--- src/rtl/lcd_pkg.sv ---
// Shared LCD definitions: loader FSM states, 480x272 panel geometry
// and default bus widths for the video memory path.
package lcd_pkg;

    // Loader FSM state encoding.
    typedef enum logic [1:0] {
        IDLE  = 2'd0,
        FETCH = 2'd1,
        WRITE = 2'd2,
        FIN   = 2'd3
    } ldr_state_e;

    localparam logic [1:0] ST_IDLE  = 2'(IDLE);
    localparam logic [1:0] ST_FETCH = 2'(FETCH);
    localparam logic [1:0] ST_WRITE = 2'(WRITE);
    localparam logic [1:0] ST_FIN   = 2'(FIN);

    // Panel geometry in pixel clocks / lines.
    localparam int H_ACTIVE = 480;
    localparam int H_FP     = 2;
    localparam int H_SYNC   = 41;
    localparam int H_BP     = 2;
    localparam int H_TOTAL  = H_ACTIVE + H_FP + H_SYNC + H_BP;

    localparam int V_ACTIVE = 272;
    localparam int V_FP     = 2;
    localparam int V_SYNC   = 10;
    localparam int V_BP     = 2;
    localparam int V_TOTAL  = V_ACTIVE + V_FP + V_SYNC + V_BP;

    // Default widths of the image ROM / video RAM path.
    localparam int DATA_W_DEF      = 8;
    localparam int VRAM_ADDR_W_DEF = 11;
    localparam int ROM_ADDR_W_DEF  = 12;

endpackage

--- src/rtl/vram_loader.sv ---
// Copies WORDS words from the image ROM into video RAM during blanking.
// Ports: clk/reset; start+src_base request; den blanking input;
//        rom_addr/rom_data ROM port; vram_addr/vram_wdata/vram_wre RAM
//        write port; busy, done pulse and sticky frame_ready status.
module vram_loader
    import lcd_pkg::*;
#(
    parameter int ROM_ADDR_W  = ROM_ADDR_W_DEF,
    parameter int VRAM_ADDR_W = VRAM_ADDR_W_DEF,
    parameter int DATA_W      = DATA_W_DEF,
    parameter int WORDS       = 2048
) (
    input  logic                   clk,
    input  logic                   reset,
    input  logic                   start,
    input  logic [ROM_ADDR_W-1:0]  src_base,
    input  logic                   den,
    output logic [ROM_ADDR_W-1:0]  rom_addr,
    input  logic [DATA_W-1:0]      rom_data,
    output logic [VRAM_ADDR_W-1:0] vram_addr,
    output logic [DATA_W-1:0]      vram_wdata,
    output logic                   vram_wre,
    output logic                   busy,
    output logic                   done,
    output logic                   frame_ready
);

    // One extra bit so a full 2**VRAM_ADDR_W copy can be counted.
    localparam int PTR_W = VRAM_ADDR_W + 1;
    localparam logic [PTR_W-1:0] LAST = PTR_W'(WORDS - 1);

    logic [1:0]            state;
    logic [1:0]            state_nxt;
    logic [PTR_W-1:0]      ptr;
    logic [PTR_W-1:0]      ptr_nxt;
    logic [ROM_ADDR_W-1:0] base;
    logic [ROM_ADDR_W-1:0] ptr_ext;
    logic                  accept;
    logic                  step;
    logic                  last;

    assign accept = (state == ST_IDLE) && start;
    assign step   = (state == ST_WRITE) && !den;
    assign last   = (ptr == LAST);

    always_comb begin
        state_nxt = state;
        ptr_nxt   = ptr;
        unique case (state)
            ST_IDLE: begin
                if (start) begin
                    state_nxt = ST_FETCH;
                    ptr_nxt   = '0;
                end
            end
            ST_FETCH: begin
                state_nxt = ST_WRITE;
            end
            ST_WRITE: begin
                if (!den) begin
                    if (last) begin
                        state_nxt = ST_FIN;
                    end else begin
                        ptr_nxt = ptr + PTR_W'(1);
                    end
                end
            end
            ST_FIN: begin
                state_nxt = ST_IDLE;
            end
            default: begin
                state_nxt = ST_IDLE;
            end
        endcase
    end

    always_ff @(posedge clk or posedge reset) begin
        if (reset) begin
            state       <= ST_IDLE;
            ptr         <= '0;
            base        <= '0;
            frame_ready <= 1'b0;
        end else begin
            state <= state_nxt;
            ptr   <= ptr_nxt;
            if (accept) begin
                base        <= src_base;
                frame_ready <= 1'b0;
            end else if (state == ST_FIN) begin
                frame_ready <= 1'b1;
            end
        end
    end

    // ROM address runs one word ahead while writing so the next word
    // arrives in time; during a den stall it re-reads the current word
    // so the ROM output stays valid. Wraps modulo the ROM size.
    assign ptr_ext  = ROM_ADDR_W'(ptr);
    assign rom_addr = base + ptr_ext + (step ? ROM_ADDR_W'(1)
                                             : ROM_ADDR_W'(0));

    assign vram_addr  = ptr[VRAM_ADDR_W-1:0];
    assign vram_wdata = rom_data;
    assign vram_wre   = step;

    assign busy = (state == ST_FETCH) || (state == ST_WRITE);
    assign done = (state == ST_FIN);

endmodule
--- config.mk ---
export PLATFORM = sky130hd
export DESIGN_NAME = vram_loader
export DESIGN_NICKNAME = d
export VERILOG_FILES = /design/src/rtl/lcd_pkg.sv /design/src/rtl/vram_loader.sv
export SDC_FILE = /design/constraint.sdc
export NUM_CORES = 1
export LEC_CHECK = 0
export CAP_MARGIN = 5
export CORE_UTILIZATION = 50
export CTS_CLUSTER_SIZE = 10
export DETAILED_ROUTE_END_ITERATION = 10
export GPL_TIMING_DRIVEN = 0
export HOLD_SLACK_MARGIN = 0.15
export PLACE_DENSITY = 0.85
export SLEW_MARGIN = 20
export SYNTH_ARGS = -nofsm -noshare
export SYNTH_HDL_FRONTEND = slang
export SYNTH_SLANG_ARGS = --single-unit
--- constraint.sdc ---
create_clock -name clk -period 5.5 [get_ports clk]
set_input_delay 1.1 -clock clk [delete_from_list [all_inputs] [get_ports clk]]
set_output_delay 1.1 -clock clk [all_outputs]
set_load 0.005 [all_outputs]
== Word-level counts from Yosys, hierarchy flattened ==
Cells that the tools add are included.
Storage, ports and cells
  word-level logic and storage cells: 35
  input bits: 24
  output and inout port bits: 35
  flip-flop bits (word level): 27
Operators by class
  mux-type cells: 11
  reduce and logical (&&, ||, !) cells: 9
  equal/unequal tests: 8
  add/subtract/negate cells: 3
Operators by type and width (count)
  $mux 12: 3
  $pmux 12 s2: 1
  $add 12x1->12: 1
  $add 12x1->12 const B: 1
  $add 12x12->12: 1
  $eq 12x11->1 const B: 1
  $ne 2x2->1 const B: 4
  $pmux 2 s4: 1
  $mux 2: 3
  $eq 2x2->1 const B: 2
  $reduce_and 4->1: 1
  $reduce_bool 2->1: 2
  $mux 1: 3
  $reduce_and 3->1: 1
  $eq 2x1->1 const B: 1
  $logic_and 1x1->1: 2
  $logic_not 2->1: 1
  $logic_not 1->1: 1
  $logic_or 1x1->1: 1

== Logic depth before layout (Yosys ltp) ==
  depth after elaboration: 4
  depth in mapped cells: 13
  depth with buffers taken out: 12

== Worst setup path after synthesis ==
Ideal clock, no wire load.
  path type: in2out
  start point: input port den
  end point: output port rom_addr[8]
  arrival time: 3.004 ns
  required time: 4.400 ns
  slack: 1.396 ns
  buffers on the path: 0
  stages on the path: 10
  cells stage by stage: and2b_1 inv_1 fa_1 inv_1 fa_1 a211oi_1 nor2_1 o21a_1 o41a_1 xor2_1
On the way
  cells in the longest elaborated chain, start to end: 4
RTL lines
  from (decl): line vram_loader.sv:17  | input logic den,
  $logic_not 1->1
  $logic_and 1x1->1: line vram_loader.sv:43  | assign step = (state == ST_WRITE) && !den;
  $mux 1: line vram_loader.sv:99  | assign rom_addr = base + ptr_ext + (step ? ROM_ADDR_W'(1)
  $add 12x1->12: line vram_loader.sv:99
  to (decl): line vram_loader.sv:18  | output logic [ROM_ADDR_W-1:0] rom_addr,
No other way between the ends.

== Worst setup path after layout ==
Ends and elaborated chain as after synthesis.

==> results.py <==
metrics = {
    "placed_design": {
        "gp_congestion": 0.800,
        "placed_cell_area_sq_mm": 0.00256,
        "place_hpwl_mm": 3.17,
        "placedCellCount": 301,
        "portBuffers": 50,
    },
    "yosys": {
        "syn_nets": 243,
        "syn_area_sq_mm": 0.00200,
        "synthCells": 203,
        "synth_area_per_cell_sq_um": 9.83,
        "async_reset_ff_share_pct": 100,
        "synth_edf_count": 0,
        "seq_area_frac_synth_pct": 33.9,
        "synthFlopType": "dfrtp_1",
        "synth.distinct_cells": 51,
        "yosysWarningCount": 0,
        "synth-seq-cells": 27,
    },
    "die": {
        "die_y_microns": 65.2,
        "rows": 22,
        "core_sq_mm": 0.00374,
        "io_pins": 59,
        "dieArea_sq_mm": 0.00425,
        "die_w_microns": 65.2,
        "start_util_pct": 53.3,
    },
    "clocking": {
        "cts_max_level": 1,
        "ctsRootBufferMaster": "clkbuf_8",
        "cts.sinks": 27,
        "cts_buffer_depth": 2,
        "cts_tree": "yes",
        "clk_latency_ns": 0.28,
        "ctsResizeCount": 0,
        "cts_buffers": 3,
        "post_cts.repair.setup_buffers": 0,
        "hold_buffers": 0,
        "cts.clk_slew.worst_paths_ns": 0.09,
    },
    "setup_path": {
        "cp.required_ns": 4.40,
        "worstReg2RegStart": "ptr[1]",
        "path_max_fanout": 3,
        "reg2regPathDepth": 6,
        "r2r_slack_ns": 3.60,
        "reg2reg_to": "state[1]",
        "setup.worst_path.class": "in2out",
        "cp_data_arrival_time_ns": 4.14,
        "crit_path_end_kind": "primary output",
        "crit_path_start_kind": "input pin",
    },
    "worst_hold_path": {
        "min_to": "frame_ready",
        "min_from": "frame_ready",
        "hold_depth": 1,
        "min_path_type": "reg2reg",
    },
    "routing": {
        "routed_wl_mm": 4.13,
        "postRouteAntennaNets": 0,
        "firstDrtPassIters": 5,
        "via_count": 1633,
        "drcViolationCount": 0,
        "drtIter0Drc": 73,
        "routed_via_density": 5.35,
        "wl_per_cell_microns": 13.5,
    },
    "layout": {
        "post-route-util_pct": 69.6,
        "fin_nets": 298,
        "stdcell_count": 305,
        "num_antenna_cells": 0,
        "final.fill_count": 320,
        "final_area_sq_mm": 0.00261,
        "synthToLayoutAreaGrowth_pct": 30.5,
        "final_layout_size_suffix_gt1_share_pct": 20.6,
    },
    "global_route": {
        "first_global_vias": 1618,
        "antenna_found_initial": 0,
        "grt_max_degree": 28,
        "grt_remaining_overflow": 0,
        "grtUsageTotal_pct": 21.1,
        "grt_pass1_wl_mm": 7.09,
    },
    "status": {
        "status": "finished clean",
    },
    "sta": {
        "period_share_pct": 95.3,
        "max_slew_margin_pct": 57.1,
        "fin_crit_ns": 5.24,
        "setup_violations": 0,
        "tns_ns": 0,
        "fin_skew_ns": 0.00791,
        "worst_pin_slew_ns": 0.643,
        "hold_viol_final": 0,
        "slew_viol_final": 0,
        "fmaxAchievable_mhz": 191,
        "rsz0062_at_grt": "no",
    },
    "power_and_ir_drop": {
        "vdd_drop_max_uv": 283,
        "powerDensity_mw_per_mm2": 220,
        "leakage_nw": 1.22,
    },
    "job": {
        "maxCapViolations": 0,
    },
}
## critical path: stages
cell             delay [ns]
clkdlybuf4s50_1        0.47
and2b_1                0.21
inv_1                  0.07
fa_1                   0.20
inv_1                  0.06
fa_1                   0.43
a211oi_1               0.32
nor2_1                 0.11
o21a_1                 0.20
o41a_1                 0.32
xor2_1                 0.14
clkdlybuf4s50_1        0.52
## metrics by stage
step	total power, W	hold slack (ns)	setup slack, ns
3_5_place_dp	0.000459	0.483	0.286
2_1_floorplan	0.000350	0.479	1.40
4_1_cts	0.000580	0.509	0.245
6_report	0.000572	0.507	0.260
3_3_place_gp	0.000453	0.483	0.240
5_1_grt	0.000610	0.529	0.0753
## cell usage after synthesis (2+ instances only)
cell | number | area (sq um)
a21o_1 | 3 | 22.5
nand2_1 | 11 | 41.3
dfrtp_1 | 27 | 676
a21oi_1 | 8 | 40.0
or3_1 | 2 | 12.5
ha_1 | 14 | 175
xor2_1 | 3 | 26.3
inv_1 | 10 | 37.5
or2_2 | 2 | 12.5
xnor2_1 | 6 | 52.6
nand3_1 | 2 | 10.0
o31ai_1 | 7 | 52.6
nor2_1 | 12 | 45.0
o21a_1 | 7 | 52.6
and2_1 | 3 | 18.8
fa_1 | 2 | 40.0
o21ai_0 | 10 | 50.1
buf_4 | 20 | 150
mux2_2 | 12 | 135
a31oi_1 | 2 | 12.5
o21ai_1 | 7 | 35.0
a211oi_1 | 3 | 22.5
nand3_2 | 2 | 20.0
## per-layer routing
| metal | part of all wire (%) | wire (microns) | global-route usage, % | vias up |
|---|---|---|---|---|
| li1 | - | - | - | 823 |
| met1 | 46 | 1890 | 26.2 | 754 |
| met2 | 49 | 2030 | 39.2 | 54 |
| met3 | 4.6 | 189 | 3.30 | 2 |
| met4 | 0.34 | 14 | 2.17 | 0 |
| met5 | 0 | 0 | 0 | - |
## power breakdown
group          internal [W]  leakage, nW  switching (W)
combinational      0.000130        0.831      0.0000742
clock             0.0000515       0.0217      0.0000658
sequential         0.000214        0.365      0.0000373
## flip-flops by register name (all words and copies together) (netlist names)
register     cells
state            2
ptr             12
frame_ready      1
base            12
## placed cells by master, fill, tap and decap left out, types with 6 or more instances in the layout
master	count
a21oi_1	8
buf_4	20
clkdlybuf4s50_1	50
dfrtp_1	27
ha_1	14
inv_1	9
mux2_2	12
nand2_1	11
nor2_1	12
o21a_1	7
o21ai_0	10
o21ai_1	7
o31ai_1	7
xnor2_1	6
## area by class of cell
cell class                 instances  area (sq um)  share of cell area [%]
clock inverter                     1          7.51                   0.288
sequential                        27           676                    25.9
inverter                          11          41.3                    1.59
buffer                            23           170                    6.53
multi-input combinational        142          1110                    42.6
clock buffer                       3          41.3                    1.59
timing repair buffer              50           500                    19.2
tap                               48          60.1                    2.31
## worst max path at each step
stage                     from  slack, ns  cells past startpoint           to
after detailed placement   den       0.29                     12  rom_addr[8]
after floorplan            den       1.40                     10  rom_addr[8]
after global placement     den       0.24                     12  rom_addr[8]
final                      den       0.26                     12  rom_addr[8]
after global routing       den       0.08                     12  rom_addr[8]
after CTS                  den       0.24                     12  rom_addr[8]
## cells by family (layout without fill, tap and decap cells)
family,after synthesis,after routing,synth area share [%]
DFF,27,27,33.9
and+or+nand+nor,48,48,14.3
xor gates and xnor gates,9,9,3.95
muxes,14,14,8.02
buffers and inverters,34,88,10.6
adders and majority gates,16,16,10.8
AOI/OAI and AO/OA,55,55,18.5
(Power assumes the default switching activity.)
